<file path="config.mk">
export PLATFORM = sky130hd
export DESIGN_NAME = fir_sample_source_flat
export DESIGN_NICKNAME = d
export VERILOG_FILES = /design/src/rtl/fir_pkg.sv /design/src/rtl/fir_sample_source_if.sv /design/src/rtl/fir_sample_ram.sv /design/src/rtl/fir_sample_source.sv /design/src/flat_wrapper.sv
export SDC_FILE = /design/constraint.sdc
export NUM_CORES = 1
export LEC_CHECK = 0
export ABC_AREA = 1
export ABC_CLOCK_PERIOD_IN_PS = 3050
export CORE_UTILIZATION = 55
export CTS_BUF_LIST = sky130_fd_sc_hd__clkbuf_4 sky130_fd_sc_hd__clkbuf_8 sky130_fd_sc_hd__clkbuf_16
export DETAILED_ROUTE_END_ITERATION = 7
export GPL_TIMING_DRIVEN = 0
export PLACE_DENSITY = 0.76
export SLEW_MARGIN = 20
export SYNTH_ARGS = -nofsm -noshare
export SYNTH_HDL_FRONTEND = slang
export SYNTH_HIERARCHICAL = 1
export SYNTH_SLANG_ARGS = --single-unit
</file>
<file path="constraint.sdc">
create_clock -name clk -period 3.05 [get_ports clk]
set_input_delay 0.305 -clock clk [delete_from_list [all_inputs] [get_ports clk]]
set_output_delay 0.305 -clock clk [all_outputs]
set_load 0.01 [all_outputs]
</file>
<file path="src/rtl/fir_pkg.sv">
// rtl/fir_pkg.sv - shared sample-path constants, types and state encoding for the FIR slice
//
// Purpose : single source for sample width, playback RAM geometry and the
//           playback FSM encoding. fir_filter takes DATA_W from here too.
// Ports   : none (package)

package fir_pkg;

    localparam int DATA_W = 8;
    localparam int DEPTH  = 16;
    localparam int ADDR_W = 4;

    // Playback FSM encoding, kept as plain constants so older code can compare raw bits
    localparam logic [1:0] ST_IDLE  = 2'd0;
    localparam logic [1:0] ST_PLAY  = 2'd1;
    localparam logic [1:0] ST_FLUSH = 2'd2;

    typedef logic signed [DATA_W-1:0] sample_t;
    typedef logic        [ADDR_W-1:0] addr_t;
    // One extra bit so a full pass of DEPTH samples is representable
    typedef logic        [ADDR_W:0]   len_t;

    // Requested pass length saturated to the RAM size
    function automatic len_t clamp_len(input len_t l);
        return (l > len_t'(DEPTH)) ? len_t'(DEPTH) : l;
    endfunction

endpackage

</file>
<file path="src/rtl/fir_sample_source_if.sv">
// rtl/fir_sample_source_if.sv - sample stream between the playback source and fir_filter x_in
//
// Purpose : groups the produced sample and its qualifier.
// Signals : x_out   - signed sample, 0 whenever x_valid is low
//           x_valid - x_out carries a RAM sample
// Modports: master - producer (fir_sample_source)
//           slave  - consumer (fir_filter)

interface fir_sample_source_if;
    import fir_pkg::*;

    sample_t x_out;
    logic    x_valid;

    modport master (output x_out, output x_valid);
    modport slave  (input  x_out, input  x_valid);

endinterface

</file>
<file path="src/rtl/fir_sample_ram.sv">
// rtl/fir_sample_ram.sv - DEPTH x DATA_W sample store, synchronous write, combinational read
//
// Purpose : holds the playback samples. The read is combinational so the
//           top can register the selected sample directly into x_out and
//           keep a single cycle from start to the first sample.
// Ports   : clk   - write clock
//           we    - write strobe
//           waddr - write address
//           wdata - write data
//           raddr - read address
//           rdata - read data (same-cycle)

module fir_sample_ram
    import fir_pkg::*;
(
    input  logic    clk,
    input  logic    we,
    input  addr_t   waddr,
    input  sample_t wdata,
    input  addr_t   raddr,
    output sample_t rdata
);

    // No reset on purpose: contents survive a block reset
    sample_t mem [DEPTH];

    always_ff @(posedge clk) begin
        if (we) begin
            mem[waddr] <= wdata;
        end
    end

    assign rdata = mem[raddr];

endmodule

</file>
<file path="src/rtl/fir_sample_source.sv">
// rtl/fir_sample_source.sv - programmable sample playback source feeding fir_filter x_in
//
// Purpose : host loads up to DEPTH samples; on start they are streamed one per
//           clock, once or looped. A one-shot run is followed by FLUSH_CYC
//           zero samples and a one-cycle done pulse.
// Ports   : clk     - system clock, rising edge
//           reset   - synchronous, active-low
//           wr_en   - RAM write strobe, honoured only when idle
//           wr_addr - RAM write address
//           wr_data - sample to write
//           len     - samples per pass (1..DEPTH, larger saturates), sampled at start
//           start   - begin playback, acted on only in IDLE
//           loop    - repeat pass indefinitely, sampled at start
//           stop    - abort playback, wins over start
//           xs      - sample stream (x_out, x_valid), master side
//           busy    - state != IDLE
//           done    - one-cycle pulse at end of a one-shot run

module fir_sample_source
    import fir_pkg::*;
#(
    parameter int FLUSH_CYC = 4
)
(
    input  logic                        clk,
    input  logic                        reset,
    input  logic                        wr_en,
    input  addr_t                       wr_addr,
    input  sample_t                     wr_data,
    input  len_t                        len,
    input  logic                        start,
    input  logic                        loop,
    input  logic                        stop,
    fir_sample_source_if.master         xs,
    output logic                        busy,
    output logic                        done
);

    localparam int FCW = (FLUSH_CYC > 1) ? $clog2(FLUSH_CYC) : 1;
    localparam logic [FCW-1:0] FLUSH_LAST = FCW'(FLUSH_CYC - 1);

    logic [1:0]     state;
    len_t           len_q;
    logic           loop_q;
    addr_t          idx;        // position of the sample currently on x_out
    logic [FCW-1:0] fcnt;

    len_t           last_idx;
    logic           at_last;
    logic           start_ok;
    logic           ram_we;
    addr_t          rd_addr;
    sample_t        rd_data;

    // Compare in ADDR_W+1 bits so len_q == DEPTH never wraps the index
    assign last_idx = len_q - len_t'(1);
    assign at_last  = ({1'b0, idx} == last_idx);
    assign start_ok = start && !stop && (len != '0);
    assign ram_we   = wr_en && (state == ST_IDLE);

    // Address of the sample to present after the next edge: mem[0] when
    // starting or wrapping a looped pass, otherwise the following entry.
    always_comb begin
        rd_addr = '0;
        if ((state == ST_PLAY) && !at_last) begin
            rd_addr = idx + 1'b1;
        end
    end

    fir_sample_ram u_ram (
        .clk   (clk),
        .we    (ram_we),
        .waddr (wr_addr),
        .wdata (wr_data),
        .raddr (rd_addr),
        .rdata (rd_data)
    );

    always_ff @(posedge clk) begin
        if (!reset) begin
            state      <= ST_IDLE;
            len_q      <= '0;
            loop_q     <= 1'b0;
            idx        <= '0;
            fcnt       <= '0;
            xs.x_out   <= '0;
            xs.x_valid <= 1'b0;
            busy       <= 1'b0;
            done       <= 1'b0;
        end else begin
            done <= 1'b0;
            case (state)
                ST_IDLE: begin
                    if (start_ok) begin
                        len_q      <= clamp_len(len);
                        loop_q     <= loop;
                        idx        <= '0;
                        xs.x_out   <= rd_data;
                        xs.x_valid <= 1'b1;
                        busy       <= 1'b1;
                        state      <= ST_PLAY;
                    end
                end
                ST_PLAY: begin
                    if (stop) begin
                        state      <= ST_IDLE;
                        xs.x_out   <= '0;
                        xs.x_valid <= 1'b0;
                        busy       <= 1'b0;
                    end else if (at_last) begin
                        if (loop_q) begin
                            idx      <= '0;
                            xs.x_out <= rd_data;
                        end else begin
                            state      <= ST_FLUSH;
                            fcnt       <= '0;
                            xs.x_out   <= '0;
                            xs.x_valid <= 1'b0;
                        end
                    end else begin
                        idx      <= idx + 1'b1;
                        xs.x_out <= rd_data;
                    end
                end
                ST_FLUSH: begin
                    if (stop) begin
                        state <= ST_IDLE;
                        busy  <= 1'b0;
                    end else if (fcnt == FLUSH_LAST) begin
                        // done lands in the first idle cycle, alongside busy falling
                        state <= ST_IDLE;
                        busy  <= 1'b0;
                        done  <= 1'b1;
                    end else begin
                        fcnt <= fcnt + 1'b1;
                    end
                end
                default: begin
                    state      <= ST_IDLE;
                    xs.x_out   <= '0;
                    xs.x_valid <= 1'b0;
                    busy       <= 1'b0;
                end
            endcase
        end
    end

endmodule

</file>
<file path="src/flat_wrapper.sv">
// flat-port wrapper written by rule: the top's interface ports become plain ports
module fir_sample_source_flat import fir_pkg::*;
#(
    parameter int FLUSH_CYC = 4
)
  (clk, reset, wr_en, wr_addr, wr_data, len, start, loop, stop, busy, done, xs_x_out, xs_x_valid);
  fir_sample_source_if xs_i ();
  input  logic clk;
  input  logic reset;
  input  logic wr_en;
  input  addr_t wr_addr;
  input  sample_t wr_data;
  input  len_t len;
  input  logic start;
  input  logic loop;
  input  logic stop;
  output logic busy;
  output logic done;
  output wire logic [$bits(xs_i.x_out)-1:0] xs_x_out;
  output wire logic [$bits(xs_i.x_valid)-1:0] xs_x_valid;
  assign xs_x_out = xs_i.x_out;
  assign xs_x_valid = xs_i.x_valid;
  fir_sample_source #(.FLUSH_CYC(FLUSH_CYC)) u_core (.clk(clk), .reset(reset), .wr_en(wr_en), .wr_addr(wr_addr), .wr_data(wr_data), .len(len), .start(start), .loop(loop), .stop(stop), .xs(xs_i), .busy(busy), .done(done));
endmodule
</file>
* Word-level counts from Yosys, hierarchy flattened
Memories as Yosys holds them, arrays and structs flattened.
Index checks and enable logic that the tools add are counted.
** Word-level totals
- Register bits :: 25
- Bits in writable memories :: 128
- Input port bits :: 23
- Output and inout port bits :: 11
- Logic and storage cells :: 86
- Memories :: 1
** Memories
- u_core.u_ram.mem :: words 16, bits a word 8, read ports 1, clocked after memory_dff 0, write ports 1, RTL line fir_sample_ram.sv:25 : sample_t mem [DEPTH];
** Operators by class
- Add/sub/neg operators :: 3
- Magnitude comparators :: 1
- Eq/ne operators :: 15
- Mux-type cells :: 37
- Bitwise gates (word level) :: 2
- Reductions and logical operators :: 18
** Operator list (number)
- 2-to-1 mux 8 bit :: 4
- one-hot mux 8 bit (3 select lines) :: 1
- 2-to-1 mux 2 bit :: 11
- 2-to-1 mux 4 bit :: 5
- AND reduction 4 bit :: 3
- 2-to-1 mux 1 bit :: 10
- != test 2 bit, second input constant :: 5
- != test 3 x 2 -> 1 bit, second input constant :: 3
- one-hot mux 4 bit (2 select lines) :: 1
- one-hot mux 1 bit (3 select lines) :: 2
- one-hot mux 2 bit (3 select lines) :: 1
- AND reduction 6 bit :: 1
- == test 4 x 5 -> 1 bit :: 1
- greater-than comparator 5 bit, second input constant :: 1
- 2-to-1 mux 5 bit :: 1
- nonzero test 5 bit :: 1
- subtractor 5 x 1 -> 5 bit, second input constant :: 1
- adder 4 x 1 -> 4 bit, second input constant :: 1
- == test 2 bit, second input constant :: 2
- logical AND 1 bit :: 4
- != test 2 x 1 -> 1 bit, second input constant :: 2
- one-hot mux 2 bit (2 select lines) :: 1
- AND reduction 2 bit :: 2
- nonzero test 2 bit :: 2
- 8 further kinds :: 10

* Longest topological paths before layout
Gate-level depths: netlist of run 1.
An unclocked memory read counts as a cell.
- Depth after elaboration :: 10
- Gate-level depth with buffers :: 20
- Mapped depth without buffers :: 19

* Modules after synthesis
Netlist of run 1, hierarchy kept.
** Modules (own cells, without submodules)
- fir_sample_ram :: instances 1, cells each 543, area each 5606.6 µm², sequential area each 3843.7 µm²
- fir_sample_source :: instances 1, cells each 191, area each 1243.7 µm², sequential area each 500.5 µm²

* Worst setup path before layout of run 1
Ideal clock, no wire load.
- Path kind :: register -> register
- From :: register u_core.len_q[0]
- To :: register u_core.xs.x_out[1]
- Setup time :: 132 ps
- Arrival :: 2020 ps
- Required time :: 2918 ps
- Path slack :: 897 ps
- Cell stages (with the launch flop) :: 19
- Buffers on the path :: 2
- Period minus slack after synthesis :: 2153 ps
- Cell sequence :: dfxtp_1 inv_1 ha_1 nor2_1 nor2_1 nand3_1 nor2_2 nand2_1 nand2_1 nor2_1 buf_6 buf_4 nand2_1 nand3_1 nand3_1 nand3_1 nand2_1 nand2_1 a21oi_1
** Between the ends
- Longest elaborated chain between the ends :: 10
- Elaborated cells between the ends (all ways) :: 11
- Those cells by class :: add/sub (1); eq/ne (1); mux (6); reduce/logical (2); memory (1)
** Ends and longest elaborated chain
- from (decl) :: RTL line fir_sample_source.sv:43 : len_t len_q;
- from (signal assigned) :: RTL line fir_sample_source.sv:95 : len_q <= clamp_len(len);
- subtractor 5 x 1 -> 5 bit (*) :: RTL line fir_sample_source.sv:56 : assign last_idx = len_q - len_t'(1);
- == test 4 x 5 -> 1 bit (*) :: RTL line fir_sample_source.sv:57 : assign at_last = ({1'b0, idx} == last_idx);
- logical NOT 1 bit (*) :: RTL line fir_sample_source.sv:65 : if ((state == ST_PLAY) && !at_last) begin
- logical AND 1 bit (*) :: RTL line fir_sample_source.sv:65
- 2-to-1 mux 4 bit (*) :: RTL line fir_sample_source.sv:65
- net u_core.rd_addr[0] :: RTL line fir_sample_source.sv:52 : addr_t rd_addr;
- memory (16 x 8 bit) (*)
- net u_core.rd_data[1] :: RTL line fir_sample_source.sv:53 : sample_t rd_data;
- 2-to-1 mux 8 bit :: RTL line fir_sample_source.sv:111 : if (loop_q) begin
- 2-to-1 mux 8 bit :: RTL line fir_sample_source.sv:110 : end else if (at_last) begin
- 2-to-1 mux 8 bit :: RTL line fir_sample_source.sv:105 : if (stop) begin
- one-hot mux 8 bit (3 select lines) (*) :: RTL line fir_sample_source.sv:92 : case (state)
- to (signal assigned) :: RTL line fir_sample_source.sv:98 : xs.x_out <= rd_data;
- to (signal assigned) :: RTL line fir_sample_source.sv:113 : xs.x_out <= rd_data;
- to (signal assigned) :: RTL line fir_sample_source.sv:122 : xs.x_out <= rd_data;
- to (decl) :: RTL line fir_sample_source_if.sv:15 : modport master (output x_out, output x_valid);
Mark *: on every way through the listed nets, which the timed path passes. The rest lies on a longest branch. The select of a mux whose other input is x is not followed.
A chain may end at the register's enable or synchronous reset.

* Final worst setup path of run 1
- From :: register u_core.len_q[0]
- To :: register u_core.xs.x_out[3]
The elaborated chain is that of the path after synthesis.

==> impl_results.md, run 1 <==
* Status: complete, no violations
* FF-to-FF path depth at 18
* Placed cell area at 7380 sq um
* Yosys warns at 6
* RSZ-0062 raised after global routing: false
* Compound-Gate Fraction of Synth Area at roughly 1.5%
* Crit path capture type: flop
* Max-Cap Viols at 0
* PD cells at 588 nW/um^2
* H-tree Lvls at 4
* Chip height at 114 um
* Clk_lat worst skew at 0.42 ns
* Flop pwr share at 49.8%
* Leading area contributor after synthesis: edfxtp_1
* Post_cts resized at 0
* Setup_tns at 0 ns
* Fin. max-slew vios at 0
* Antenna violations before repair at 0
* Die Span X at 114 um
* Layout cell share with drive strength beyond 1 at 7.27%
* Clock Skews at between 0.004 and 0.005 ns
* Final Net Count at ~800
* Setup-failing EPs final at 0
* ANT cells at 0
* R2r startpoint: u_core/len_q[0]
* Vias in the first global route at roughly 4,800
* VDD IR max at 0.564 mV
* Post-route cell area at 7940 sq um
* Hold WC Path Type: input pin to flop
* Switching Share at 21.9%
* # DRC at 0
* Simple-gate area share of the yosys netlist at 24.5%
* Vias per cell at 5.21
* Synthesized instance count at around 730
* Post-synthesis mux area share at 0%
* Sequential cell area fraction in the yosys report at 63.4%
* Worst Hold End: u_core/idx[3]
* Critical Path RT at 3.34 ns
* Hpwl dp at 10,800 um
* XOR/XNOR Fraction of Synth Area at 0.256%
* Fin. Hold Viols at 0
* Fin cells at 966
* Wire per inst at ~17 um
* Synth area leaders: edfxtp_1 (56%), nand2_1 (13%), nand3_1 (8.0%)
* Total gr overflow at 0
* Critical path type: flop to flop
* Worst-case clock buffer depth at 2
* Global Route Usage Sum at between 20% and 30%
* Setup bufs post-CTS at 0
* Flops & latches, synth at 153
* Initial drt markers at 411
* Total CTS buffers at 17
* RR Endpoint: u_core/xs.x_out[3]
* Clock share of power at approximately 42%
* Syn Area/Cell at 9.33 sq um
* Worst Tran Pin Value at slightly below 1 ns
* Share of the synthesized area in the top cell type at 56.1%
* Final wirelength at around 16,000 um
* Area grow syn2layout at 15.9%
* Combinational power share at roughly 8%
* Clk sink count at 153
* Fmax at between 300 and 400 MHz
* Crit path launch type: flop
* Critical-path maximum fanout at 10
* Largest family of logic cells by synthesized area: simple AND/OR/NAND/NOR gates
* Hold path cells at 3
* Pleak at 3.41 nW
* Gpl congestion at slightly above 0.9
* Final hold slack at 0.292 ns
* Hold Startpoint: reset
* Reg2reg setup slack at 0.30 ns
* Worst-path clk slew at 0.06 ns
* Root buf cell: clkbuf_16
* Final critical-path required period at ~2.8 ns
* Final Cycle Share at 90.2%
* Placed Cells at 934
* Starting Density at 56.8%
* Sw Pwr at 1.02 mW
* CTS tree: built
* Detail Route Antenna Nets at 0
* Worst rel slew slack at a little over a third
* Post-synth cell types at 26
* First-pass GRT wire length at 25,500 um
* Largest net degree at the start of global routing at 17
* Syn Nets at 760
* Post-Synth Adder-Cell Area at 0.548%
* # IOs at 34
* Synth Cell Area at 6850 sq um
* Crit path DAT at ~3 ns
* Count of buffers from port buffering at 32
* Vias at 5,033
* P_int at between 3 and 4 mW
* Die area at 12,900 sq um
* # rows at 40
* First-pass iteration count of the detailed router at 5
* Core Box Area at 12,100 sq um
* Hold_buf cts at 0
## registers in the layout, summed over array words and instances, names as in the netlist
signal / flops
u_core/u_ram/mem: 128
u_core/xs.x_out: 8
u_core/len_q: 5
u_core/idx: 4
u_core/fcnt: 2
u_core/state: 2
u_core/busy: 1
u_core/done: 1
u_core/loop_q: 1
u_core/xs.x_valid: 1
## worst max-delay path, cell delays in order, from the launching register on
cell     delay (ns)
dfxtp_1        0.39
inv_1          0.09
ha_1           0.31
nand2_1        0.07
inv_1          0.04
nor2_1         0.07
nand3_1        0.09
nor2_2         0.12
nand2_1        0.11
nand2_1        0.09
nor2_1         0.06
buf_2          0.17
inv_1          0.24
buf_4          0.25
nand3_1        0.16
nand3_1        0.12
nand2_1        0.07
nand2_1        0.08
a21oi_1        0.06
## synth_stat cells
master / count
buf_1: 1
nand2_1: 237
inv_1: 124
buf_4: 4
nand3_2: 1
edfxtp_1: 128
nand3b_1: 4
ha_1: 3
dfxtp_1: 25
clkbuf_1: 2
o21ai_0: 1
inv_2: 2
buf_6: 7
a211oi_1: 1
a21oi_1: 18
nor2_1: 44
nor2_2: 1
xnor2_1: 1
nand2_4: 1
clkinv_1: 1
nand3_1: 110
nand2_2: 1
xor2_1: 1
buf_2: 14
or2_2: 1
nand4_1: 1
## power groups by stage
stage / clock network (mW) / registers, mW / logic, mW
3_3_place_gp: 0 / 2.37 / 0.357
6_report: 1.97 / 2.32 / 0.372
5_1_grt: 2.09 / 2.33 / 0.411
4_1_cts: 2.01 / 2.32 / 0.368
2_1_floorplan: 0 / 2.37 / 0.212
3_5_place_dp: 0 / 2.37 / 0.366
## metrics by stage
step	util (%)	power (mW)	worst slack, ns
4_1_cts	65.8	4.70	0.336
2_1_floorplan	-	2.58	0.897
5_1_grt	65.8	4.83	0.00222
6_report	65.8	4.67	0.300
3_5_place_dp	61.2	2.73	0.382
3_3_place_gp	61.2	2.72	0.375
## layer usage
metal	up-vias	routed length, um	GRT usage [%]
li1	2438	-	-
met1	2372	6900	36.0
met2	197	7620	43.4
met3	26	1160	6.00
met4	0	260	11.0
met5	-	0	0
## cell families after synthesis
family,after synthesis
adders and majority gates,3
and+or+nand+nor,401
DFF,153
AOI/OAI and AO/OA,20
buffers and inverters,155
xor gates and xnor gates,2
## worst max path at each step
| stage | endpoint | slack [ns] | start |
|---|---|---|---|
| final | u_core/xs.x_out[3] | 0.30 | u_core/len_q[0] |
| after global routing | u_core/xs.x_out[7] | 0.002 | u_core/len_q[0] |
| after CTS | u_core/xs.x_out[4] | 0.34 | u_core/len_q[0] |
| after detailed placement | u_core/xs.x_out[3] | 0.38 | u_core/len_q[0] |
| after global placement | u_core/xs.x_out[3] | 0.38 | u_core/len_q[0] |
| after floorplan | u_core/xs.x_out[1] | 0.90 | u_core/len_q[0] |
## layout make-up
cell class / count / area, sq um
buffer: 28 / 190
clock buffer: 20 / 448
clock inverter: 12 / 108
fill: 959 / 4130
inverter: 127 / 477
multi-input combinational: 426 / 1840
sequential: 153 / 4340
tap: 168 / 210
timing repair buffer: 32 / 320
## layout by cell type (no fill, tap or decap), types with 3 or more instances in the layout
cell and instances:
a21oi_1 18, nand3b_1 4, nand2_1 237, clkbuf_16 17, ha_1 3, clkbuf_4 3, inv_1 124, clkinv_1 7
dfxtp_1 25, buf_6 7, buf_2 14, clkdlybuf4s50_1 32, nor2_1 44, edfxtp_1 128, nand3_1 110, buf_4 4
(Power assumes the default switching activity.)
==> run 2: changes to the inputs <==
Settings changed: CAP_MARGIN from default to 10.
==> results of run 2 <==
No change in the layout: final DEF, timing and power equal those of run 1.
==> run 3: changes to the inputs <==
Settings changed: ABC_AREA 1 to default, GPL_ROUTABILITY_DRIVEN from default to 0, REMOVE_ABC_BUFFERS from default to 1.
==> run 3 against run 2 <==
  * Power is 1.6% higher
  * Register-to-register slack worse by 0.19 ns
  * Sequential cell count unchanged
  * Sequential power about the same
  * Clock skew up 0.00082 ns
  * Global-route usage down 3.4 points
  * Die area is 8.9% lower
  * First-iteration DRC count fell by 15%
  * Sequential share of layout area grew 3.2 points
  * Non-clock buffer count is 11 lower
  * Count of clock-buffer cells in the layout unchanged
==> impl_results.md, run 3 <==
* Fmax at 340 MHz
* XOR/XNOR Fraction of Synth Area at less than 1%
* Ys async rst share at 0%
* # rows at 38
* Total CTS buffers at 17
* Final Cycle Share at a little over nine tenths
* Crit path capture type: flop
* Detail Route Antenna Nets at 0
* # DRC at 0
* CTS tree: built
* Core Box Area at 10,900 sq um
* Leading area contributor after synthesis: edfxtp_1
* First-pass iteration count of the detailed router at 5
* Root buf cell: clkbuf_16
* Sequential cell area fraction in the yosys report at a little over two thirds
* Hold path cells at 1
* Routed wl met3 at 904 um
* Hold Startpoint: u_core/xs.x_out[7]
* Final Net Count at 431
* Uppermost layer routed: met4
* CP Cell Sequence: inv_1, ha_4, o21ba_1, a221oi_2, o2111ai_4, buf_4, and3_4, buf_16, mux4_2, a22oi_2, nand2_1, a32o_1
* Critical Path RT at between 3 and 4 ns
* Largest net degree at the start of global routing at 31
* Top_reg_cell synth: edfxtp_1
* Synth Cell Area at a little over 6000 sq um
* Commonest non-fill, non-tap cell in the layout: edfxtp_1
* Crit path DAT at 3.25 ns
* Fin. Hold Viols at 0
* Final wirelength at 12,600 um
* Met2 routed WL at 6330 um
* CP max-delay cell: dfxtp_2
* Vias at between 3,000 and 4,000
* Share of the synthesized area in the top cell type at 61.7%
* Reg2reg setup slack at 0.11 ns
* M1 wire length at 5140 um
* Chip height at around 110 um
* Die area at about 12,000 sq um
* Worst rel slew slack at between 30% and 40%
* Most common cell in the netlist: edfxtp_1
* EDFF count, synth at 128
* Compound-Gate Fraction of Synth Area at 5.90%
* Final critical-path required period at between 2 and 3 ns
* Critical path type: flop to flop
* Fin. max-slew vios at 0
* Largest family of logic cells by synthesized area: multiplexers
* R2r startpoint: u_core/len_q[1]
* Layout cell share with drive strength beyond 1 at 22.0%
* Synthesized instance count at 354
* ANT cells at 0
* Biggest regs: u_core/u_ram/mem: 128 flops, u_core/xs.x_out: 8 flops, u_core/len_q: 5 flops
* Yosys warns at 6
* Area grow syn2layout at 20.4%
* Biggest register: u_core/u_ram/mem
* Total gr overflow at 0
* Synth top cells by count: edfxtp_1 (128), dfxtp_1 (25), nor2_1 (23)
* Worst Tran Pin Value at 0.929 ns
* Max-Cap Viols at 0
* VDD IR max at 0.502 mV
* Critical-path maximum fanout at 17
* # IOs at 34
* Vias in the first global route at 3,368
* Vias per cell at between 6 and 7
* Commonest non-fill, non-tap cells in the layout: edfxtp_1 (128), clkdlybuf4s50_1 (33), mux4_2 (24)
* Worst Hold End: u_core/xs.x_out[7]
* Post-synth cell types at 46
* PD cells at about 630 nW/um^2
* Hpwl dp at 7440 um
* Die Span X at 108 um
* H-tree Lvls at 4
* RR Endpoint: u_core/xs.x_out[5]
* Status: complete, no violations
* Clock Skews at between 0.005 and 0.006 ns
* Synth area leaders: edfxtp_1 (62%), dfxtp_1 (8.0%), mux4_2 (6.5%)
* Worst-case clock buffer depth at 2
* Clk_lat worst skew at around 0.43 ns
* Slowest stage delay, CP at 0.34 ns
* Fin worst setup slack at 0.109 ns
* Pre-CTS WS at -0.548 ns
* Post-synthesis mux area share at 13.2%
* Syn Area/Cell at ~18 sq um
* Flops & latches, synth at ~150
* Wire per inst at 22.5 um
* Global Route Usage Sum at 23.7%
* Setup-failing EPs final at 0
* Initial drt markers at 349
* Antenna violations before repair at 0
* FF-to-FF path depth at 12
* Crit path launch type: flop
* Starting Density at 57.0%
* Worst-path clk slew at 0.05 ns
* Clk sink count at 153
* Post-Synth Adder-Cell Area at 0.602%
* Design Power at 4.74 mW
* Max FFs per register at 128
* Pleak at about 2.4 nW
* Hold WC Path Type: flop to flop
* Simple-gate area share of the yosys netlist at 7.29%
* Count of buffers from port buffering at 33
* Hold_buf cts at 0
* First-pass GRT wire length at 19,000 um
==> run 3: stage by stage <==
| step | utilization [%] | TNS, ns | hold WS [ns] | instances | cell area, sq um |
|---|---|---|---|---|---|
| floorplan | - | -12.56 | 0.377 | 337 | 6100 |
| global placement | 60.4 | -22.89 | 0.457 | 510 | 6610 |
| detailed placement | 61.5 | -4.12 | 0.459 | 513 | 6720 |
| CTS | 68.5 | 0 | 0.472 | 556 | 7490 |
| global route | 68.6 | -0.00617 | 0.473 | 558 | 7500 |
| finish | 68.6 | 0 | 0.472 | 558 | 7500 |
==> run 3: report_power, final <==
part           leakage (nW)  switching [mW]  internal, mW
Combinational         0.782           0.130         0.122
Clock                 0.306           0.788          1.39
Sequential             1.36          0.0139          2.30
Total                  2.45           0.932          3.81
==> run 3: final cells by class <==
| cell class | instances | area (sq um) |
|---|---|---|
| well taps | 140 | 175 |
| fillers | 711 | 3430 |
| clock inverters | 12 | 171 |
| clock buffers | 20 | 448 |
| inverters | 4 | 15.0 |
| multi-input cells | 180 | 1820 |
| flip-flops and latches | 153 | 4350 |
| repair buffers | 49 | 528 |
==> run 3: cell families after synthesis <==
| kind of cell | Yosys count |
|---|---|
| flops | 153 |
| simple gates | 85 |
| compound gates | 48 |
| mux | 37 |
| buf+inv | 21 |
| xor+xnor | 7 |
| fa+ha+maj | 3 |
==> run 3: what timing repair did <==
action / CTS / global route
hold endpoints to repair: 0 / 0
pin swaps: 7 / 5
setup endpoints to repair: 8 / 8
cloned: 1 / 0
buffers inserted: 10 / 3
resized for setup: 16 / 5
==> run 3: worst max-delay path by stage <==
stage / slack, ns / cells past startpoint / end / start
floorplan: -1.60 / 11 / u_core/xs.x_out[0] / u_core/len_q[0]
global placement: -2.89 / 11 / u_core/xs.x_out[5] / u_core/len_q[0]
detailed placement: -0.55 / 13 / u_core/xs.x_out[4] / u_core/len_q[0]
CTS: 0.003 / 14 / u_core/xs.x_out[6] / u_core/len_q[1]
global route: -0.006 / 13 / u_core/xs.x_out[0] / u_core/len_q[1]
finish: 0.11 / 12 / u_core/xs.x_out[5] / u_core/len_q[1]
==> run 3: critical path: cells and delay by family, from the launching register on <==
kind	cells	cell delay [ns]
fa+ha+maj	1	0.17
flops	1	0.34
compound gates	5	1.15
mux	1	0.34
buf+inv	3	0.44
simple gates	2	0.38
==> run 3: layer usage <==
layer  GRT usage, %  up-vias
met5              0        -
met4           8.59        0
met3           7.96       21
met2           37.8      182
met1           30.3     1737
li1               -     1534
